[src/rtl/aes_sched_pkg.sv]
// Shared defaults, pointer-width helper and FIPS-197 reference vectors for
// the AES pipeline scheduler.
package aes_sched_pkg;

  localparam int ID_W_DEF   = 2;
  localparam int DATA_W_DEF = 128;
  localparam int KEY_L_DEF  = 128;

  // FIPS-197 Appendix C.1 AES-128 example vector
  localparam logic [127:0] FIPS_KEY = 128'h000102030405060708090a0b0c0d0e0f;
  localparam logic [127:0] FIPS_PT  = 128'h00112233445566778899aabbccddeeff;
  localparam logic [127:0] FIPS_CT  = 128'h69c4e0d86a7b0430d8cdb78070b4c55a;

  // Bits needed to index 'value' entries, never less than 1.
  function automatic int clog2(input int value);
    int r;
    r = 0;
    while ((1 << r) < value) r++;
    if (r == 0) r = 1;
    return r;
  endfunction

endpackage

[src/rtl/aes_pipe_scheduler_if.sv]
// Requester-side bus of the scheduler: per-requester request slices plus the
// shared tagged response port.
interface aes_pipe_scheduler_if #(
  parameter int N_REQ  = 4,
  parameter int ID_W   = 2,
  parameter int DATA_W = 128,
  parameter int KEY_L  = 128
);
  logic [N_REQ-1:0]        req_valid;
  logic [N_REQ-1:0]        req_ready;
  logic [N_REQ*KEY_L-1:0]  req_key;
  logic [N_REQ*DATA_W-1:0] req_data;
  logic                    resp_valid;
  logic [ID_W-1:0]         resp_id;
  logic [DATA_W-1:0]       resp_data;

  modport master (
    output req_valid, req_key, req_data,
    input  req_ready, resp_valid, resp_id, resp_data
  );

  modport slave (
    input  req_valid, req_key, req_data,
    output req_ready, resp_valid, resp_id, resp_data
  );
endinterface

[src/rtl/aes_tag_fifo.sv]
// In-order FIFO of requester IDs for blocks in flight through the cipher;
// push and pop may happen in the same cycle.
module aes_tag_fifo
  import aes_sched_pkg::*;
#(
  parameter int WIDTH = ID_W_DEF,
  parameter int DEPTH = 64
) (
  input  logic             clk,
  input  logic             reset,
  input  logic             push,
  input  logic [WIDTH-1:0] push_data,
  input  logic             pop,
  output logic [WIDTH-1:0] head,
  output logic             full,
  output logic             empty
);

  localparam int PTR_W = clog2(DEPTH);
  localparam int CNT_W = clog2(DEPTH + 1);

  logic [WIDTH-1:0] mem [DEPTH];
  logic [PTR_W-1:0] wr_ptr_reg;
  logic [PTR_W-1:0] rd_ptr_reg;
  logic [CNT_W-1:0] count_reg;
  logic             do_push;
  logic             do_pop;

  assign do_push = push & ~full;
  assign do_pop  = pop & ~empty;
  assign full    = (count_reg == CNT_W'(DEPTH));
  assign empty   = (count_reg == '0);
  assign head    = mem[rd_ptr_reg];

  // Explicit wrap so DEPTH need not be a power of two
  function automatic logic [PTR_W-1:0] next_ptr(input logic [PTR_W-1:0] p);
    return (p == PTR_W'(DEPTH - 1)) ? '0 : p + 1'b1;
  endfunction

  always_ff @(posedge clk) begin
    if (do_push) mem[wr_ptr_reg] <= push_data;
  end

  always_ff @(posedge clk or negedge reset) begin
    if (!reset) begin
      wr_ptr_reg <= '0;
      rd_ptr_reg <= '0;
      count_reg  <= '0;
    end else begin
      if (do_push) wr_ptr_reg <= next_ptr(wr_ptr_reg);
      if (do_pop)  rd_ptr_reg <= next_ptr(rd_ptr_reg);
      case ({do_push, do_pop})
        2'b10:   count_reg <= count_reg + 1'b1;
        2'b01:   count_reg <= count_reg - 1'b1;
        default: count_reg <= count_reg;
      endcase
    end
  end

endmodule

[src/rtl/aes_pipe_scheduler.sv]
// Round-robin sharing of one pipelined AES cipher among N_REQ requesters,
// with in-order tag tracking to route each ciphertext back to its owner.
module aes_pipe_scheduler
  import aes_sched_pkg::*;
#(
  parameter int N_REQ     = 4,
  parameter int ID_W      = ID_W_DEF,
  parameter int TAG_DEPTH = 64,
  parameter int MAX_OUT   = 16,
  parameter int DATA_W    = DATA_W_DEF,
  parameter int KEY_L     = KEY_L_DEF
) (
  input  logic                 clk,
  input  logic                 reset,
  input  logic                 enable,
  aes_pipe_scheduler_if.slave  bus,
  output logic                 cph_data_valid,
  output logic                 cph_key_valid,
  output logic [KEY_L-1:0]     cph_key,
  output logic [DATA_W-1:0]    cph_text,
  input  logic                 cph_valid_out,
  input  logic [DATA_W-1:0]    cph_cipher_text,
  output logic                 busy,
  output logic                 err_underflow,
  output logic [31:0]          issue_count
);

  localparam int CNT_W = clog2(MAX_OUT + 1);

  logic [ID_W-1:0]   rr_ptr_reg;
  logic [CNT_W-1:0]  out_cnt_reg [N_REQ];
  logic [N_REQ-1:0]  eligible;
  logic [N_REQ-1:0]  grant_vec;
  logic [ID_W-1:0]   grant_idx;
  logic              transfer;
  logic [KEY_L-1:0]  sel_key;
  logic [DATA_W-1:0] sel_text;

  logic              issue_valid_reg;
  logic [KEY_L-1:0]  key_reg;
  logic [DATA_W-1:0] text_reg;
  logic              resp_valid_reg;
  logic [ID_W-1:0]   resp_id_reg;
  logic [DATA_W-1:0] resp_data_reg;
  logic              err_reg;
  logic [31:0]       issue_count_reg;

  logic              fifo_full;
  logic              fifo_empty;
  logic [ID_W-1:0]   fifo_head;
  logic              pop;

  // A pop in the same cycle does not free a slot for this cycle's grant
  generate
    for (genvar gi = 0; gi < N_REQ; gi++) begin : g_elig
      assign eligible[gi] = bus.req_valid[gi] & enable & ~fifo_full &
                            (out_cnt_reg[gi] < CNT_W'(MAX_OUT));
    end
  endgenerate

  // Scan offsets from the far end so the nearest eligible index overrides
  always_comb begin
    logic [ID_W:0] idx_wide;
    logic [ID_W-1:0] idx;
    grant_vec = '0;
    grant_idx = '0;
    idx_wide  = '0;
    idx       = '0;
    for (int k = N_REQ - 1; k >= 0; k--) begin
      idx_wide = {1'b0, rr_ptr_reg} + (ID_W + 1)'(k);
      if (idx_wide >= (ID_W + 1)'(N_REQ)) idx_wide = idx_wide - (ID_W + 1)'(N_REQ);
      idx = idx_wide[ID_W-1:0];
      if (eligible[idx]) begin
        grant_vec      = '0;
        grant_vec[idx] = 1'b1;
        grant_idx      = idx;
      end
    end
  end

  always_comb begin
    sel_key  = '0;
    sel_text = '0;
    for (int i = 0; i < N_REQ; i++) begin
      if (grant_vec[i]) begin
        sel_key  = bus.req_key[i*KEY_L +: KEY_L];
        sel_text = bus.req_data[i*DATA_W +: DATA_W];
      end
    end
  end

  assign transfer      = |(bus.req_valid & grant_vec);
  assign bus.req_ready = grant_vec;
  assign pop           = cph_valid_out & ~fifo_empty;

  aes_tag_fifo #(
    .WIDTH (ID_W),
    .DEPTH (TAG_DEPTH)
  ) u_tag_fifo (
    .clk       (clk),
    .reset     (reset),
    .push      (transfer),
    .push_data (grant_idx),
    .pop       (pop),
    .head      (fifo_head),
    .full      (fifo_full),
    .empty     (fifo_empty)
  );

  always_ff @(posedge clk or negedge reset) begin
    if (!reset) begin
      rr_ptr_reg      <= '0;
      issue_valid_reg <= 1'b0;
      key_reg         <= '0;
      text_reg        <= '0;
      resp_valid_reg  <= 1'b0;
      resp_id_reg     <= '0;
      resp_data_reg   <= '0;
      err_reg         <= 1'b0;
      issue_count_reg <= '0;
    end else begin
      issue_valid_reg <= transfer;
      resp_valid_reg  <= pop;
      if (transfer) begin
        rr_ptr_reg      <= (grant_idx == ID_W'(N_REQ - 1)) ? '0 : grant_idx + 1'b1;
        key_reg         <= sel_key;
        text_reg        <= sel_text;
        issue_count_reg <= issue_count_reg + 32'd1;
      end
      if (pop) begin
        resp_id_reg   <= fifo_head;
        resp_data_reg <= cph_cipher_text;
      end
      // Cipher output with nothing tracked: flag and drop
      if (cph_valid_out && fifo_empty) err_reg <= 1'b1;
    end
  end

  generate
    for (genvar gi = 0; gi < N_REQ; gi++) begin : g_cnt
      logic inc;
      logic dec;
      assign inc = transfer & grant_vec[gi];
      assign dec = pop & (fifo_head == ID_W'(gi));
      always_ff @(posedge clk or negedge reset) begin
        if (!reset) begin
          out_cnt_reg[gi] <= '0;
        end else begin
          case ({inc, dec})
            2'b10:   out_cnt_reg[gi] <= out_cnt_reg[gi] + 1'b1;
            2'b01:   out_cnt_reg[gi] <= out_cnt_reg[gi] - 1'b1;
            default: out_cnt_reg[gi] <= out_cnt_reg[gi];
          endcase
        end
      end
    end
  endgenerate

  assign cph_data_valid = issue_valid_reg;
  assign cph_key_valid  = issue_valid_reg;
  assign cph_key        = key_reg;
  assign cph_text       = text_reg;
  assign bus.resp_valid = resp_valid_reg;
  assign bus.resp_id    = resp_id_reg;
  assign bus.resp_data  = resp_data_reg;
  assign busy           = ~fifo_empty | issue_valid_reg;
  assign err_underflow  = err_reg;
  assign issue_count    = issue_count_reg;

endmodule

[src/flat_wrapper.sv]
// flat-port wrapper written by rule: the top's interface ports become plain ports
module aes_pipe_scheduler_flat import aes_sched_pkg::*;
#(
  parameter int N_REQ     = 4,
  parameter int ID_W      = ID_W_DEF,
  parameter int TAG_DEPTH = 64,
  parameter int MAX_OUT   = 16,
  parameter int DATA_W    = DATA_W_DEF,
  parameter int KEY_L     = KEY_L_DEF
)
  (clk, reset, enable, cph_data_valid, cph_key_valid, cph_key, cph_text, cph_valid_out, cph_cipher_text, busy, err_underflow, issue_count, bus_req_valid, bus_req_key, bus_req_data, bus_req_ready, bus_resp_valid, bus_resp_id, bus_resp_data);
  aes_pipe_scheduler_if #(.N_REQ(N_REQ), .ID_W(ID_W), .DATA_W(DATA_W), .KEY_L(KEY_L)) bus_i ();
  input  logic clk;
  input  logic reset;
  input  logic enable;
  output logic cph_data_valid;
  output logic cph_key_valid;
  output logic [KEY_L-1:0] cph_key;
  output logic [DATA_W-1:0] cph_text;
  input  logic cph_valid_out;
  input  logic [DATA_W-1:0] cph_cipher_text;
  output logic busy;
  output logic err_underflow;
  output logic [31:0] issue_count;
  input wire logic [$bits(bus_i.req_valid)-1:0] bus_req_valid;
  input wire logic [$bits(bus_i.req_key)-1:0] bus_req_key;
  input wire logic [$bits(bus_i.req_data)-1:0] bus_req_data;
  output wire logic [$bits(bus_i.req_ready)-1:0] bus_req_ready;
  output wire logic [$bits(bus_i.resp_valid)-1:0] bus_resp_valid;
  output wire logic [$bits(bus_i.resp_id)-1:0] bus_resp_id;
  output wire logic [$bits(bus_i.resp_data)-1:0] bus_resp_data;
  assign bus_i.req_valid = bus_req_valid;
  assign bus_i.req_key = bus_req_key;
  assign bus_i.req_data = bus_req_data;
  assign bus_req_ready = bus_i.req_ready;
  assign bus_resp_valid = bus_i.resp_valid;
  assign bus_resp_id = bus_i.resp_id;
  assign bus_resp_data = bus_i.resp_data;
  aes_pipe_scheduler #(.N_REQ(N_REQ), .ID_W(ID_W), .TAG_DEPTH(TAG_DEPTH), .MAX_OUT(MAX_OUT), .DATA_W(DATA_W), .KEY_L(KEY_L)) u_core (.clk(clk), .reset(reset), .enable(enable), .bus(bus_i), .cph_data_valid(cph_data_valid), .cph_key_valid(cph_key_valid), .cph_key(cph_key), .cph_text(cph_text), .cph_valid_out(cph_valid_out), .cph_cipher_text(cph_cipher_text), .busy(busy), .err_underflow(err_underflow), .issue_count(issue_count));
endmodule
[config.mk]
export PLATFORM = sky130hd
export DESIGN_NAME = aes_pipe_scheduler_flat
export DESIGN_NICKNAME = d
export VERILOG_FILES = /design/src/rtl/aes_sched_pkg.sv /design/src/rtl/aes_pipe_scheduler_if.sv /design/src/rtl/aes_tag_fifo.sv /design/src/rtl/aes_pipe_scheduler.sv /design/src/flat_wrapper.sv
export SDC_FILE = /design/constraint.sdc
export NUM_CORES = 1
export LEC_CHECK = 0
export CAP_MARGIN = 20
export CORE_AREA = 2 2 614 616
export CTS_CLUSTER_SIZE = 20
export DETAILED_ROUTE_END_ITERATION = 10
export DIE_AREA = 0 0 616 618
export SETUP_SLACK_MARGIN = 0.5
export SYNTH_ARGS = -nofsm -noshare
export SYNTH_HDL_FRONTEND = slang
export SYNTH_SLANG_ARGS = --single-unit
[constraint.sdc]
create_clock -name clk -period 6.6 [get_ports clk]
set_input_delay 1.32 -clock clk [delete_from_list [all_inputs] [get_ports clk]]
set_output_delay 1.32 -clock clk [all_outputs]
set_load 0.02 [all_outputs]
### After elaboration in Yosys (flattened, before gate mapping)

Memories as Yosys holds them, arrays and structs flattened.
Index checks and enable logic that the tools add are counted.

* bits in registers: 462
* memory bits (writable): 128
* output and inout port bits: 427
* word-level logic and storage cells: 157
* memories: 1

Memory list
* u_core.u_tag_fifo.mem: words 64, width 2, read ports 1, clocked after memory_dff 0, write ports 1, line aes_tag_fifo.sv:22 `logic [WIDTH-1:0] mem [DEPTH];`

* add/subtract/negate cells: 21
* magnitude comparators: 16
* equality and inequality tests: 17
* muxes and demuxes: 46
* bitwise logic cells: 27
* reduce and logical (&&, ||, !) cells: 13

Operators by type and width (number)
* 128-bit two-way mux: 8
* 5-bit case mux with 2 select lines: 4
* 32-bit by 1-bit adder with 32-bit output (second input constant): 1
* 1-bit AND: 23
* 5-bit by 1-bit adder with 5-bit output (second input constant): 4
* 5-bit < comparator (second input constant): 4
* 5-bit by 1-bit subtractor with 5-bit output (second input constant): 4
* 2-bit two-way mux: 9
* 2-bit equality test (second input constant): 8
* 4-bit two-way mux: 4
* 7-bit case mux with 2 select lines: 1
* 6-bit by 1-bit adder with 6-bit output (second input constant): 2
* 2-bit by 1-bit equality test with 1-bit output (second input constant): 6
* 6-bit equality test (second input constant): 2
* 2-bit by 3-bit < comparator with 1-bit output (second input constant): 4
* 6-bit two-way mux: 2
* 1-bit two-way mux: 10
* 2-bit nonzero test: 5
* 3-bit greater-or-equal comparator (second input constant): 3
* 1-bit binary-select mux with 2-bit select: 4
* 1-bit demux with 2-bit select: 4
* 2-bit by 1-bit greater-or-equal comparator with 1-bit output (second input constant): 4
* 2-bit by 1-bit subtractor with 2-bit output (second input constant): 4
* 7-bit by 1-bit adder with 7-bit output (second input constant): 1
* 13 further kinds: 19

### Logic depth before layout (Yosys ltp)

Gate-level depths: netlist of the first run.

* depth in word-level cells: 16
* depth in mapped cells: 22
* depth with buffers taken out: 19

### Hierarchy

Synthesis of the first run repeated with hierarchy kept, for this count alone.

* cells, all modules: 3627
* area total of the unflattened synthesis: 31472.7 µm²

By module, submodules not included
* aes_pipe_scheduler: times used 1, cells each 3216, area each 25090.3 µm²
* aes_tag_fifo: times used 1, cells each 411, area each 6382.4 µm²

### Worst setup path before layout of the first run

No wires, ideal clock.

* path type: input -> register
* from: input bus_req_valid[1]
* to: register u_core.u_tag_fifo.count_reg[6]
* setup time: 0.079 ns
* arrival: 5.235 ns
* data required time: 6.521 ns
* slack: 1.286 ns
* cell stages on the path: 20
* path buffers: 2
* cell sequence: nor2b_1 > mux4_2 > o21a_1 > o32ai_2 > inv_2 > a22oi_2 > nand2_1 > buf_2 > inv_2 > ha_1 > buf_1 > xor2_1 > ha_1 > nor3b_1 > o21ai_0 > a21bo_2 > a21oi_1 > o21ai_0 > a21oi_1 > xor2_1

* longest elaborated chain between the ends: 14
* elaborated cells between the ends (all ways): 22
* classes of those cells: eq/ne: 2; mux: 13; bitwise: 5; reduce/logical: 2

RTL lines
* start, declared: line flat_wrapper.sv:25 `input wire logic [$bits(bus_i.req_valid)-1:0] bus_req_valid;`
* 1-bit AND (3 in series): line aes_pipe_scheduler.sv:56 `assign eligible[gi] = bus.req_valid[gi] & enable & ~fifo_full &`
* 1-bit binary-select mux with 2-bit select: line aes_pipe_scheduler.sv:73 `if (eligible[idx]) begin`
* 1-bit two-way mux (implied by the code): line aes_pipe_scheduler.sv:73
* 4-bit two-way mux (4 in series): line aes_pipe_scheduler.sv:73
* 4-bit AND *: line aes_pipe_scheduler.sv:92 `assign transfer = |(bus.req_valid & grant_vec);`
* 4-bit OR reduction *: line aes_pipe_scheduler.sv:92
* 1-bit AND *: line aes_tag_fifo.sv:29 `assign do_push = push & ~full;`
* 2-bit by 1-bit equality test with 1-bit output / 2-bit equality test (equally long branches): line aes_tag_fifo.sv:52 `case ({do_push, do_pop})`
* 7-bit case mux with 2 select lines / 2-bit nonzero test (equally long branches)
* end signal, assigned: line aes_tag_fifo.sv:53 `2'b10: count_reg <= count_reg + 1'b1;`
* end signal, assigned: line aes_tag_fifo.sv:54 `2'b01: count_reg <= count_reg - 1'b1;`
* end signal, assigned: line aes_tag_fifo.sv:55 `default: count_reg <= count_reg;`
* end, declared: line aes_tag_fifo.sv:25 `logic [CNT_W-1:0] count_reg;`

Every way passes the cells marked *; elsewhere a longest branch is shown, timed or not. The select of a mux whose other input is x is not followed.
A chain may end at the register's enable or synchronous reset.

### Worst setup path in the final report of the first run

* from: input bus_req_valid[0]
* to: output bus_req_ready[2]

* longest elaborated chain between the ends: 9
* elaborated cells between the ends (all ways): 15
* classes of those cells: mux: 12; bitwise: 3

RTL lines
* 1-bit AND * (3 in series): line aes_pipe_scheduler.sv:56
* 1-bit binary-select mux with 2-bit select: line aes_pipe_scheduler.sv:73
* 1-bit two-way mux (implied by the code): line aes_pipe_scheduler.sv:73
* 4-bit two-way mux (3 in series): line aes_pipe_scheduler.sv:73
* 4-bit two-way mux *: line aes_pipe_scheduler.sv:73
* end, declared: line flat_wrapper.sv:28 `output wire logic [$bits(bus_i.req_ready)-1:0] bus_req_ready;`

Marks and branches as above.

==> reports/results.txt, run 1 <==
status - finished clean
fin. max-slew vios - 0
Leakage Power - 20.3 nW
Hold Path Cell Cnt - 1
worst vdd ir - 0.549 mV
clk root buf - clkbuf_16
CP max stage delay - 0.69 ns
EDFF count, synth - 128
post-layout min period - 5.61 ns
Die Area - 0.381 mm2
Netlist cell types - 66
largest net degree at the start of global routing - 144
CP bufs+invs - 3
Row Count - 225
worst endpoint required time - 5.28 ns
max-cap viol count - 0
commonest non-fill, non-tap cell in the layout - clkdlybuf4s50_1
worst setup path category - in -> out
Max stage delay cell, worst path - or4b_2
Worst slew margin - 19.0%
H-Tree Level Count - 3
prevailing post-synth register cell - dfrtp_1
Critical Path AT - 4.29 ns
DRT Wirelength - 323 mm
drt pass-1 iters - 8
total congestion overflow - 0
Final #Nets - 6255
first-pass GRT wire length - 400 mm
port bufs - 1586
setup TNS - 0 ns
reg2reg path depth - 19
hold slack - 0.474 ns
Placed Instance Area - 0.0539 mm2
max frequency - 178 MHz
# DRC - 0
crit-path most repeated cell - clkdlybuf4s50_1
Via-to-Cell Ratio - 3.59
Critical Path Sink Type - output pin
CP delay by family, top - buffers and inverters
Cells after Synth - 3653
Clock Sinks - 590
Final Hold Viols - 0
vias in the first global route - 36000
Synth Net Count - 4847
initial antenna violation count - 200
hold path start - u_core.err_underflow
power per cell area - 546 mW/mm2
Routed wire per std cell - 31.7 um
Mapped Area - 0.0321 mm2
RSZ-0062 raised after global routing - no
Synth async-reset ratio - 78.3%
GPL Wtd Cong - 0.901
clk buf depth - 4
setup bufs post-CTS - 0
Mean Syn Cell Area - 8.79 um2
post-DP HPWL - 273 mm
Initial Utilization - 8.58%
final count of negative-setup-slack endpoints - 0
layout cell share with drive strength beyond 1 - 6.16%
Worst Hold Class - reg -> reg
Synth Register Bits - 590
Synth Warn # - 0
hold_buf cts - 0
maximum fanout along the worst path - 14
final period utilization - 85.1%
worst r2r src - u_core.rr_ptr_reg[0]
part of the Yosys area used for sequential elements - 48.0%
WHS Endpoint - u_core.err_underflow
R2R Path End - u_core.u_tag_fifo.count_reg[6]
GRT Util Overall - 16.2%
Chip Height - 618 um
post-CTS resize count - 0
Setup Skew - 0.0998 ns
clk_lat worst skew - 0.82 ns
most frequent cells in the layout - clkdlybuf4s50_1, nand2_1, a21oi_1, dfrtp_1, o21ai_0
startpoint types - input pin
Worst-Margin Slew - 1.21 ns
final instance area - 0.0570 mm2
Reg clk slew, reported paths - 0.06 ns
area grow syn2layout - 77.6%
FF-to-FF setup slack - 1.47 ns
DR vias - 36600
die outline width - 616 um
DRT iter0 DRCs - 3324
Placeable Area - 0.374 mm2
Ports - 1587
CTS Buf Count - 87
DRT antenna net count - 0
cells along the critical path - clkdlybuf4s50_1, or4b_2, and4_1, a31oi_1, o32ai_4, inv_8, clkdlybuf4s50_1
CTS tree - built
## layer usage
layer	wire length (um)	vias up	track usage (%)
li1	-	16000	-
met1	120000	18100	17.7
met2	154000	1878	27.3
met3	35100	514	7.49
met4	13200	68	6.26
met5	448	-	0
## worst register-to-register path, cell delays in order (launching register included)
cell and delay, ns:
dfrtp_1 0.72, inv_1 0.34, ha_1 0.47, mux4_2 0.42, o21a_1 0.33, o32ai_4 0.46
inv_8 0.14, a22oi_2 0.30, nand2_4 0.13, inv_2 0.12, ha_1 0.18, xor2_1 0.16
ha_1 0.19, nor3b_1 0.19, o21ai_0 0.14, a21bo_2 0.22, a21oi_1 0.14, o21ai_0 0.09
a21oi_1 0.21, xor2_1 0.16
## synthesized netlist by cell type (4+ instances only)
| library cell | instances | area share [%] |
|---|---|---|
| nand2_1 | 684 | 8.0 |
| a21oi_1 | 538 | 8.4 |
| dfrtp_1 | 462 | 36 |
| o21ai_0 | 311 | 4.8 |
| nand3_1 | 271 | 4.2 |
| clkbuf_1 | 263 | 3.1 |
| o22a_1 | 256 | 7.0 |
| o21ai_1 | 232 | 3.6 |
| edfxtp_1 | 128 | 12 |
| nor2_1 | 85 | 0.99 |
| buf_2 | 46 | 0.72 |
| mux4_2 | 43 | 3.0 |
| xor2_1 | 39 | 1.1 |
| buf_1 | 36 | 0.42 |
| ha_1 | 30 | 1.2 |
| inv_1 | 29 | 0.34 |
| xnor2_1 | 27 | 0.74 |
| a211oi_1 | 12 | 0.28 |
| nand4_1 | 11 | 0.21 |
| a21o_1 | 10 | 0.23 |
| and3_1 | 9 | 0.18 |
| buf_4 | 8 | 0.19 |
| nor2b_1 | 7 | 0.14 |
| nor3_1 | 7 | 0.11 |
| o211ai_1 | 6 | 0.14 |
| inv_2 | 5 | 0.058 |
| mux2i_1 | 5 | 0.16 |
| nand3b_1 | 5 | 0.12 |
| nor3b_1 | 5 | 0.12 |
| nor4_1 | 5 | 0.097 |
| and2_1 | 4 | 0.078 |
| fa_1 | 4 | 0.25 |
| nand2b_1 | 4 | 0.078 |
| o21ai_2 | 4 | 0.11 |
## metrics by stage
step / cells / util, % / worst slack (ns) / power (mW)
6_report: 10200 / 15.2 / 0.986 / 31.1
5_1_grt: 10200 / 15.2 / 0.743 / 33.2
4_1_cts: 10100 / 15.2 / 0.959 / 31.9
3_5_place_dp: 9965 / 14.4 / 0.815 / 26.5
3_3_place_gp: 9964 / 14.4 / 0.771 / 26.4
2_1_floorplan: 3653 / - / 1.29 / 15.9
## final cells by class
cell class | instances | area (um2)
Antenna cell | 59 | 148
Clock buffer | 100 | 2270
Clock inverter | 54 | 701
Fill cell | 42300 | 317000
Inverter | 34 | 153
Multi-Input combinational cell | 2675 | 15200
Sequential cell | 590 | 15400
Tap cell | 4994 | 6250
Timing Repair Buffer | 1673 | 16900
## where the power goes
part           internal [mW]  leakage, nW  switching, mW
logic                   6.74         12.2           13.1
registers               5.07         6.65           1.08
clock network           3.02         1.45           2.09
## kinds of logic (layout without fill, tap and decap cells)
family          after synthesis  after routing  synth area share (%)
mux                          54             54                  3.38
simple gates               1116           1116                  14.8
flops                       590            590                  48.0
fa+ha+maj                    34             34                  1.42
buf+inv                     388           1861                  4.83
xor+xnor                     66             66                  1.80
compound gates             1405           1405                  25.7
other cells                   0             59                     0
## how the worst max path moves through the flow
| stage | start | endpoint | slack (ns) | cells after the start |
|---|---|---|---|---|
| after floorplan | bus_req_valid[1] | u_core.u_tag_fifo.count_reg[6] | 1.29 | 20 |
| after global placement | bus_req_valid[3] | u_core.u_tag_fifo.count_reg[6] | 0.77 | 19 |
| after detailed placement | bus_req_valid[3] | u_core.u_tag_fifo.count_reg[6] | 0.81 | 19 |
| after CTS | u_core.rr_ptr_reg[0] | bus_req_ready[3] | 0.96 | 7 |
| after global routing | u_core.rr_ptr_reg[0] | bus_req_ready[2] | 0.74 | 7 |
| final | bus_req_valid[0] | bus_req_ready[2] | 0.99 | 7 |
Power figures use the tool's default switching activity.
==> run 2, diff against run 1 <==
ABC_CLOCK_PERIOD_IN_PS = 6600   (was default)
CORE_AREA = 2 2 625 627   (was 2 2 614 616)
CTS_CLUSTER_DIAMETER = 30   (was default)
DIE_AREA = 0 0 627 629   (was 0 0 616 618)
==> run 2 against run 1 <==
  * Die area up 3.6%
  * Final area rose by 7.2%
  * First-iteration DRC count rose by 0.33%
  * Utilization is 0.53 points higher
  * Sequential share of layout area is 1.8 points lower
  * Cell count increased by 4.0%
  * Sequential cell count is the same
  * Register-to-register slack worse by 0.34 ns
  * Non-clock buffer count increased by 4
  * Critical endpoint is now bus_req_ready[1]
  * Largest power group unchanged
==> reports/results.txt, run 2 (synthesized netlist as in run 1, its figures left out) <==
Worst-Margin Slew - 1.14 ns (-0.0669 ns)
Setup Skew - 0.0925 ns (-0.00738 ns)
Reg clk slew, reported paths - 0.05 ns (about the same)
Initial Utilization - 8.28% (-0.30 points)
clk root buf - clkbuf_16
Ports - 1587 (unchanged)
Critical Path Sink Type - output pin
die outline width - 627 um (+1.8%)
final period utilization - 84.9% (-0.15 points)
CTS tree - built
GPL Wtd Cong - 0.947 (+5.1%)
Die Area - 0.394 mm2 (+3.6%)
final count of negative-setup-slack endpoints - 0 (unchanged)
post-DP HPWL - 282 mm (+3.6%)
Worst Hold Class - in -> async
vias in the first global route - 37700 (+4.9%)
Worst slew margin - 23.5% (+4.5 points)
Chip Height - 629 um (+1.8%)
clk buf depth - 4 (unchanged)
Max stage delay cell, worst path - dfrtp_1
GRT Util Overall - 16.4% (+0.15 points)
largest net degree at the start of global routing - 189 (+31%)
drt pass-1 iters - 6 (-2)
fin. max-slew vios - 0 (unchanged)
first-pass GRT wire length - 418 mm (+4.5%)
RSZ-0062 raised after global routing - no
hold_buf cts - 0 (unchanged)
worst setup path category - reg -> out
Final #Nets - 6359 (+1.7%)
DR vias - 38000 (+3.9%)
Leakage Power - 22.2 nW (+9.1%)
post-CTS resize count - 0 (unchanged)
clk_lat worst skew - 0.90 ns (+0.08 ns)
DRT antenna net count - 0 (unchanged)
status - finished clean
CP delay by family, top - buffers and inverters
Via-to-Cell Ratio - 3.59 (about the same)
Row Count - 229 (+1.8%)
cells along the critical path - inv_1, ha_1, mux4_2, nor4_1, o32ai_4, inv_8, clkdlybuf4s50_1
Clock Sinks - 590 (unchanged)
post-layout min period - 5.60 ns (-0.00988 ns)
initial antenna violation count - 255 (+28%)
maximum fanout along the worst path - 16 (+2)
Final WS setup - 0.996 ns (+0.00987 ns)
pre-CTS setup slack - 0.472 ns (-0.343 ns)
Placeable Area - 0.388 mm2 (+3.6%)
startpoint types - flop
max frequency - 178 MHz (+0.18%)
CP max stage delay - 0.70 ns (about the same)
Routed wire per std cell - 31.8 um (+0.21%)
layout cell share with drive strength beyond 1 - 9.01% (+2.8 points)
port bufs - 1586 (unchanged)
worst endpoint required time - 5.28 ns (about the same)
Critical Path AT - 4.28 ns (about the same)
most frequent cells in the layout - clkdlybuf4s50_1, nand2_1, a21oi_1, dfrtp_1, o21ai_0
power per cell area - 589 mW/mm2 (+7.8%)
setup bufs post-CTS - 0 (unchanged)
DRT iter0 DRCs - 3335 (+0.33%)
area grow syn2layout - 90.5%
# DRC - 0 (unchanged)
Final Hold Viols - 0 (unchanged)
CP bufs+invs - 3 (unchanged)
setup TNS - 0 ns (unchanged)
max-cap viol count - 0 (unchanged)
DRT Wirelength - 336 mm (+4.2%)
commonest non-fill, non-tap cell in the layout - clkdlybuf4s50_1
CTS Buf Count - 187 (+110%)
Layout Utilization - 15.8% (+0.53 points)
H-Tree Level Count - 4 (+1)
worst vdd ir - 0.515 mV (-6.1%)
total congestion overflow - 0 (unchanged)
-- run 2: area by class of cell --
class                           instances  area (um2)
Antenna cell                           73         183
Multi-Input combinational cell       2675       15200
Tap cell                             5197        6500
Timing Repair Buffer                 1677       17000
Clock inverter                         91        1500
Sequential cell                       590       15400
Clock buffer                          251        5210
Fill cell                           43600      327000
Inverter                               34         153
-- run 2: final timing paths --
path / start / slack (ns) / cells after the start / endpoint
max in group asynchronous: reset / 4.51 / 2 / u_core.cph_text[64]
min reg2reg: u_core.err_underflow / 0.46 / 1 / u_core.err_underflow
max: u_core.rr_ptr_reg[0] / 1.0 / 7 / bus_req_ready[1]
min in group clk: u_core.err_underflow / 0.46 / 1 / u_core.err_underflow
min: reset / 0.46 / 1 / u_core.bus.resp_data[114]
max reg2reg: u_core.rr_ptr_reg[0] / 1.13 / 20 / u_core.u_tag_fifo.count_reg[6]
-- run 2: power by group --
group | switching, mW | internal, mW | total, mW
logic | 13.4 | 6.81 | 20.2
clock network | 2.91 | 6.77 | 9.68
registers | 1.07 | 5.09 | 6.16
total | 17.3 | 18.7 | 36.0
-- run 2: through the flow --
| stage | area, um2 | power, mW | hold WS (ns) | std cells |
|---|---|---|---|---|
| finish | 61100 | 36.0 | 0.457 | 10600 |
| global route | 61000 | 38.1 | 0.439 | 10600 |
| CTS | 60900 | 36.6 | 0.393 | 10500 |
| detailed placement | 54200 | 26.6 | 0.460 | 10200 |
| global placement | 54200 | 26.6 | 0.459 | 10200 |
| floorplan | 32100 | 15.9 | 0.455 | 3653 |
-- run 2: routing by layer --
metal / GRT usage [%] / part of all wire [%] / vias up
met5: 0 / 0.20 / -
met3: 9.25 / 13 / 719
met1: 17.3 / 36 / 18700
met2: 27.0 / 47 / 2167
li1: - / - / 16300
met4: 6.11 / 3.9 / 106
